## src/rtl/div_cmd_issuer.sv

```systemverilog
// div_cmd_issuer: queues tagged divide commands, issues them one at a time to
// divider_top, and returns tagged responses with a timeout watchdog and counters.
module div_cmd_issuer #(
  parameter int FIFO_DEPTH = 4,
  parameter int TAG_W      = 4,
  parameter int TIMEOUT    = 64
) (
  input  logic             clk_i,
  input  logic             rst_i,
  input  logic             cmd_valid_i,
  output logic             cmd_ready_o,
  input  logic             cmd_mode_i,
  input  logic             cmd_out_type_i,
  input  logic [31:0]      cmd_n_i,
  input  logic [31:0]      cmd_d_i,
  input  logic [TAG_W-1:0] cmd_tag_i,
  output logic             div_valid_o,
  output logic             div_mode_o,
  output logic             div_out_type_o,
  output logic [31:0]      div_n_o,
  output logic [31:0]      div_d_o,
  input  logic             div_ready_i,
  input  logic [31:0]      div_result_i,
  input  logic [1:0]       div_error_i,
  output logic             rsp_valid_o,
  input  logic             rsp_ready_i,
  output logic [31:0]      rsp_result_o,
  output logic [1:0]       rsp_error_o,
  output logic [TAG_W-1:0] rsp_tag_o,
  output logic             busy_o,
  output logic [15:0]      ops_done_o,
  output logic [15:0]      err_cnt_o
);

  localparam int PTR_W = $clog2(FIFO_DEPTH);
  localparam int CNT_W = PTR_W + 1;
  localparam int TMR_W = $clog2(TIMEOUT);
  localparam logic [TMR_W-1:0] TIMER_LAST = TMR_W'(TIMEOUT - 1);

  typedef struct packed {
    logic             mode;
    logic             out_type;
    logic [31:0]      n;
    logic [31:0]      d;
    logic [TAG_W-1:0] tag;
  } cmd_t;

  typedef enum logic [2:0] {
    IDLE,
    ISSUE,
    WAIT_DROP,
    WAIT_RESP,
    RESPOND
  } state_t;

  state_t           state;
  logic             primed;
  logic [TMR_W-1:0] timer;

  cmd_t             fifo_mem [FIFO_DEPTH];
  cmd_t             cmd_in;
  cmd_t             head;
  logic [PTR_W-1:0] wr_ptr;
  logic [PTR_W-1:0] rd_ptr;
  logic [CNT_W-1:0] count;
  logic             full;
  logic             empty;
  logic             push;
  logic             pop;

  assign cmd_in      = {cmd_mode_i, cmd_out_type_i, cmd_n_i, cmd_d_i, cmd_tag_i};
  assign head        = fifo_mem[rd_ptr];
  assign full        = (count == CNT_W'(FIFO_DEPTH));
  assign empty       = (count == '0);
  assign cmd_ready_o = !full;
  assign push        = cmd_valid_i && !full;
  // Before the first issue the divider has never raised ready, so don't wait for it.
  assign pop         = (state == IDLE) && !empty && (div_ready_i || !primed);
  assign busy_o      = (state != IDLE) || !empty;

  always_ff @(posedge clk_i) begin
    if (push) begin
      fifo_mem[wr_ptr] <= cmd_in;
    end
  end

  always_ff @(posedge clk_i) begin
    if (rst_i) begin
      wr_ptr <= '0;
      rd_ptr <= '0;
      count  <= '0;
    end else begin
      if (push) begin
        wr_ptr <= wr_ptr + 1'b1;
      end
      if (pop) begin
        rd_ptr <= rd_ptr + 1'b1;
      end
      case ({push, pop})
        2'b10:   count <= count + 1'b1;
        2'b01:   count <= count - 1'b1;
        default: count <= count;
      endcase
    end
  end

  always_ff @(posedge clk_i) begin
    if (rst_i) begin
      state          <= IDLE;
      primed         <= 1'b0;
      timer          <= '0;
      div_valid_o    <= 1'b0;
      div_mode_o     <= 1'b0;
      div_out_type_o <= 1'b0;
      div_n_o        <= '0;
      div_d_o        <= '0;
      rsp_valid_o    <= 1'b0;
      rsp_result_o   <= '0;
      rsp_error_o    <= '0;
      rsp_tag_o      <= '0;
      ops_done_o     <= '0;
      err_cnt_o      <= '0;
    end else begin
      case (state)
        IDLE: begin
          if (pop) begin
            div_mode_o     <= head.mode;
            div_out_type_o <= head.out_type;
            div_n_o        <= head.n;
            div_d_o        <= head.d;
            rsp_tag_o      <= head.tag;
            div_valid_o    <= 1'b1;
            state          <= ISSUE;
          end
        end
        ISSUE: begin
          div_valid_o <= 1'b0;
          primed      <= 1'b1;
          timer       <= '0;
          state       <= WAIT_DROP;
        end
        WAIT_DROP: begin
          if (timer == TIMER_LAST) begin
            rsp_result_o <= '0;
            rsp_error_o  <= 2'b11;
            rsp_valid_o  <= 1'b1;
            primed       <= 1'b0;
            state        <= RESPOND;
          end else begin
            timer <= timer + 1'b1;
            if (!div_ready_i) begin
              state <= WAIT_RESP;
            end
          end
        end
        WAIT_RESP: begin
          // A real answer arriving on the last watchdog cycle wins over the abort.
          if (div_ready_i) begin
            rsp_result_o <= div_result_i;
            rsp_error_o  <= div_error_i;
            rsp_valid_o  <= 1'b1;
            state        <= RESPOND;
          end else if (timer == TIMER_LAST) begin
            rsp_result_o <= '0;
            rsp_error_o  <= 2'b11;
            rsp_valid_o  <= 1'b1;
            primed       <= 1'b0;
            state        <= RESPOND;
          end else begin
            timer <= timer + 1'b1;
          end
        end
        RESPOND: begin
          if (rsp_ready_i) begin
            rsp_valid_o <= 1'b0;
            ops_done_o  <= ops_done_o + 16'd1;
            if (rsp_error_o != 2'b00) begin
              err_cnt_o <= err_cnt_o + 16'd1;
            end
            state <= IDLE;
          end
        end
        default: begin
          state <= IDLE;
        end
      endcase
    end
  end

endmodule

```

## config.mk

```make
export PLATFORM = sky130hd
export DESIGN_NAME = div_cmd_issuer
export DESIGN_NICKNAME = d
export VERILOG_FILES = /design/src/rtl/div_cmd_issuer.sv
export SDC_FILE = /design/constraint.sdc
export NUM_CORES = 1
export LEC_CHECK = 0
export BUFFER_PORTS_ARGS = -buffer_cell sky130_fd_sc_hd__clkbuf_2
export CORE_ASPECT_RATIO = 0.9
export CORE_MARGIN = 2
export CORE_UTILIZATION = 44
export CTS_BUF_LIST = sky130_fd_sc_hd__clkbuf_2 sky130_fd_sc_hd__clkbuf_4 sky130_fd_sc_hd__clkbuf_8
export DETAILED_ROUTE_END_ITERATION = 10
export HOLD_SLACK_MARGIN = 0.02
export PLACE_DENSITY = 0.69
export SYNTH_ARGS = -nofsm -noshare
export SYNTH_HDL_FRONTEND = slang
export SYNTH_SLANG_ARGS = --single-unit
export TNS_END_PERCENT = 100
```

## constraint.sdc

```tcl
create_clock -name clk_i -period 3.8 [get_ports clk_i]
set_clock_uncertainty 0.15 [all_clocks]
set_input_delay 0.76 -clock clk_i [delete_from_list [all_inputs] [get_ports clk_i]]
set_output_delay 0.76 -clock clk_i [all_outputs]
set_load 0.02 [all_outputs]
```

==> metrics <==
clock root buffer clkbuf_8; Total Routing Usage GR 17.9%; setup ws final 1.18 ns; total number of yosys warnings 0; vias in the first global route 9576; CP max-delay cell or3b_1; first-pass GRT wire length 52300 um; CP most frequent cell inv_1; HP Class input port to register; CTS tree yes; Hold-fix buffers, CTS 0; Post-synth top flop edfxtp_1; Max-Cap Viols 0; P per Cell Area 685 mW/mm2; Hold Vio Cnt, Final 0; R2R Path Start count[2]; Tcrit/Tclk final 68.9%; Net Switching 3.95 mW; cell area after synthesis 0.0160 mm2; RSZ-0062 raised after global routing false; post-DP HPWL 18800 um; family with the most delay on the worst path simple AND/OR/NAND/NOR gates; Mapped Cells 1050; Initial Util 44.4%; initial DRC count 683; Flop pwr share 46.0%; vias 9667; antenna violations before repair 0; number of port buffers 248; Critical Path RT 4.17 ns; Critical Path Max Stage Delay 0.45 ns; CTS resizes 0; critical path class register to register; Sw Ratio 29.8%; Hold Worst Slack 0.215 ns; Num CTS Buffers 72; CTS Buffer Depth 3; Final setup viols 0; maximum clock frequency 382 MHz; setup bufs post-CTS 0; Comb pwr share 21.3%; Slew Limit Fails 0; Final ANT Viol Nets 0; core footprint 0.0360 mm2; gpl congestion 0.780; syn_nets 1168; Die ar. 0.0379 mm2; Levels on crit path 9; Critical Path AT 2.99 ns; post-synthesis cell type count 48; worst r2r path cells 9; Post-synth EDFFs 280; I/O pin total 249; GRT overflow 0; # clock sinks 435; Final Power 13.2 mW; Sum Neg Setup Slack 0 ns; clock latency at the later pin of the worst-skew pair 0.60 ns; crit path launch count[2]; vias per cell 5.20; drt first pass iters 5; CP Cell Sequence or3b_1 -> and2_1 -> inv_1 -> ha_1 -> inv_1 -> fa_1 -> xor2_1 -> or3_1 -> a21oi_1; drt total wl 33800 um; H-tree depth 3; status finished clean; critical-path maximum fanout 6; crit path capture type register; CP Buf/Inv Count 2; minimum clock period 2.62 ns; syn_area_per_cell 15.2 um2; fin nets 1442; Tightest Pin Transition 0.995 ns; Clock power frac 32.7%; min-delay src cmd_n_i[6]; reg-to-reg slack, setup 1.18 ns; Worst-path clk slew 0.06 ns; Lkg Pwr 6.92 nW; sequential area share after synthesis 72.0%; Place WS 1.06 ns; startpoint types register; # fillers 2977; layout cell share with drive strength beyond 1 33.9%; row count 66; worst vdd ir 0.000438 V; WL/cell 18.2 um; Die Ht 185 um; Area growth, synth to finish 20.9%; fraction of registers with async set/reset 0%; largest net degree at the start of global routing 83; worst rel slew slack 33.6%; Int Power 9.30 mW; #FFs+latches synth 435; DRC Markers 0; Hold Path Stages 1; ant diodes 0; Die Wd 205 um
==> power by group through the flow <==
stage / Combinational [mW] / Clock (mW) / Sequential [mW]
after floorplan: 1.58 / 0 / 6.46
after global placement: 2.83 / 0 / 6.16
after detailed placement: 2.88 / 0 / 6.19
after CTS: 2.89 / 4.45 / 6.10
after global routing: 3.10 / 4.68 / 6.17
final: 2.83 / 4.33 / 6.09
==> registers in the layout (all words and copies together) (netlist names) <==
name and flops:
fifo_mem 280, div_d_o 32, div_n_o 32, rsp_result_o 32
err_cnt_o 16, ops_done_o 16, timer 6, rsp_tag_o 4
count 3, state 3, rd_ptr 2, rsp_error_o 2
wr_ptr 2, div_mode_o 1, div_out_type_o 1, div_valid_o 1
primed 1, rsp_valid_o 1
==> cells in the mapped netlist, drive strengths merged, types with 11 or more instances <==
library cell / number / share of area, %
nand3: 17 / 0.53
nor2: 36 / 0.84
clkbuf: 40 / 0.94
dfxtp: 155 / 19
a22o: 32 / 1.8
xnor2: 14 / 0.77
a21oi: 93 / 2.9
o21ai: 14 / 0.44
buf: 20 / 0.65
edfxtp: 280 / 53
nand2: 157 / 3.7
o31ai: 11 / 0.52
mux4: 70 / 9.9
inv: 15 / 0.35
or4: 11 / 0.52
==> stage by stage <==
stage | instances | cell area [um2] | utilization (%)
CTS | 1858 | 19300 | 53.7
floorplan | 1050 | 16000 | -
detailed placement | 1726 | 17800 | 49.4
finish | 1858 | 19300 | 53.7
global route | 1858 | 19300 | 53.7
global placement | 1726 | 17800 | 49.4
==> worst paths after layout <==
check,endpoint
max,count[2]
min,fifo_mem[3][42]
max reg2reg,count[2]
min reg2reg,div_d_o[19]
==> placed cells by master (no fill, tap or decap), drive strengths merged, types with 16 or more instances in the layout <==
cell    count
nand2     157
nand3      17
nor2       36
dfxtp     155
mux4       70
a22o       32
edfxtp    280
a21oi      93
inv        16
clkbuf    360
==> layer usage <==
layer | up-vias | GRT usage (%) | share of wire, %
met4 | 0 | 5.84 | 1.9
met1 | 4774 | 23.8 | 44
li1 | 4540 | - | -
met2 | 309 | 28.3 | 46
met3 | 44 | 5.40 | 7.8
met5 | - | 0 | 0
==> cell families (layout without fill, tap and decap cells) <==
logic type	count (synthesis)	in the layout	share of synthesized area, %
simple gates	276	276	7.96
xor+xnor	22	22	1.20
mux	72	72	9.99
flops	435	435	72.0
fa+ha+maj	9	9	0.751
buf+inv	75	407	1.94
compound gates	161	161	6.17
==> final cells by class <==
class | instances | area, um2 | area share (%)
repair buffers | 260 | 1410 | 7.29
inverters | 15 | 56.3 | 0.291
clock inverters | 19 | 188 | 0.971
flip-flops and latches | 435 | 11500 | 59.6
multi-input cells | 540 | 4200 | 21.7
well taps | 476 | 596 | 3.08
clock buffers | 113 | 1370 | 7.10
(Power assumes the default switching activity.)
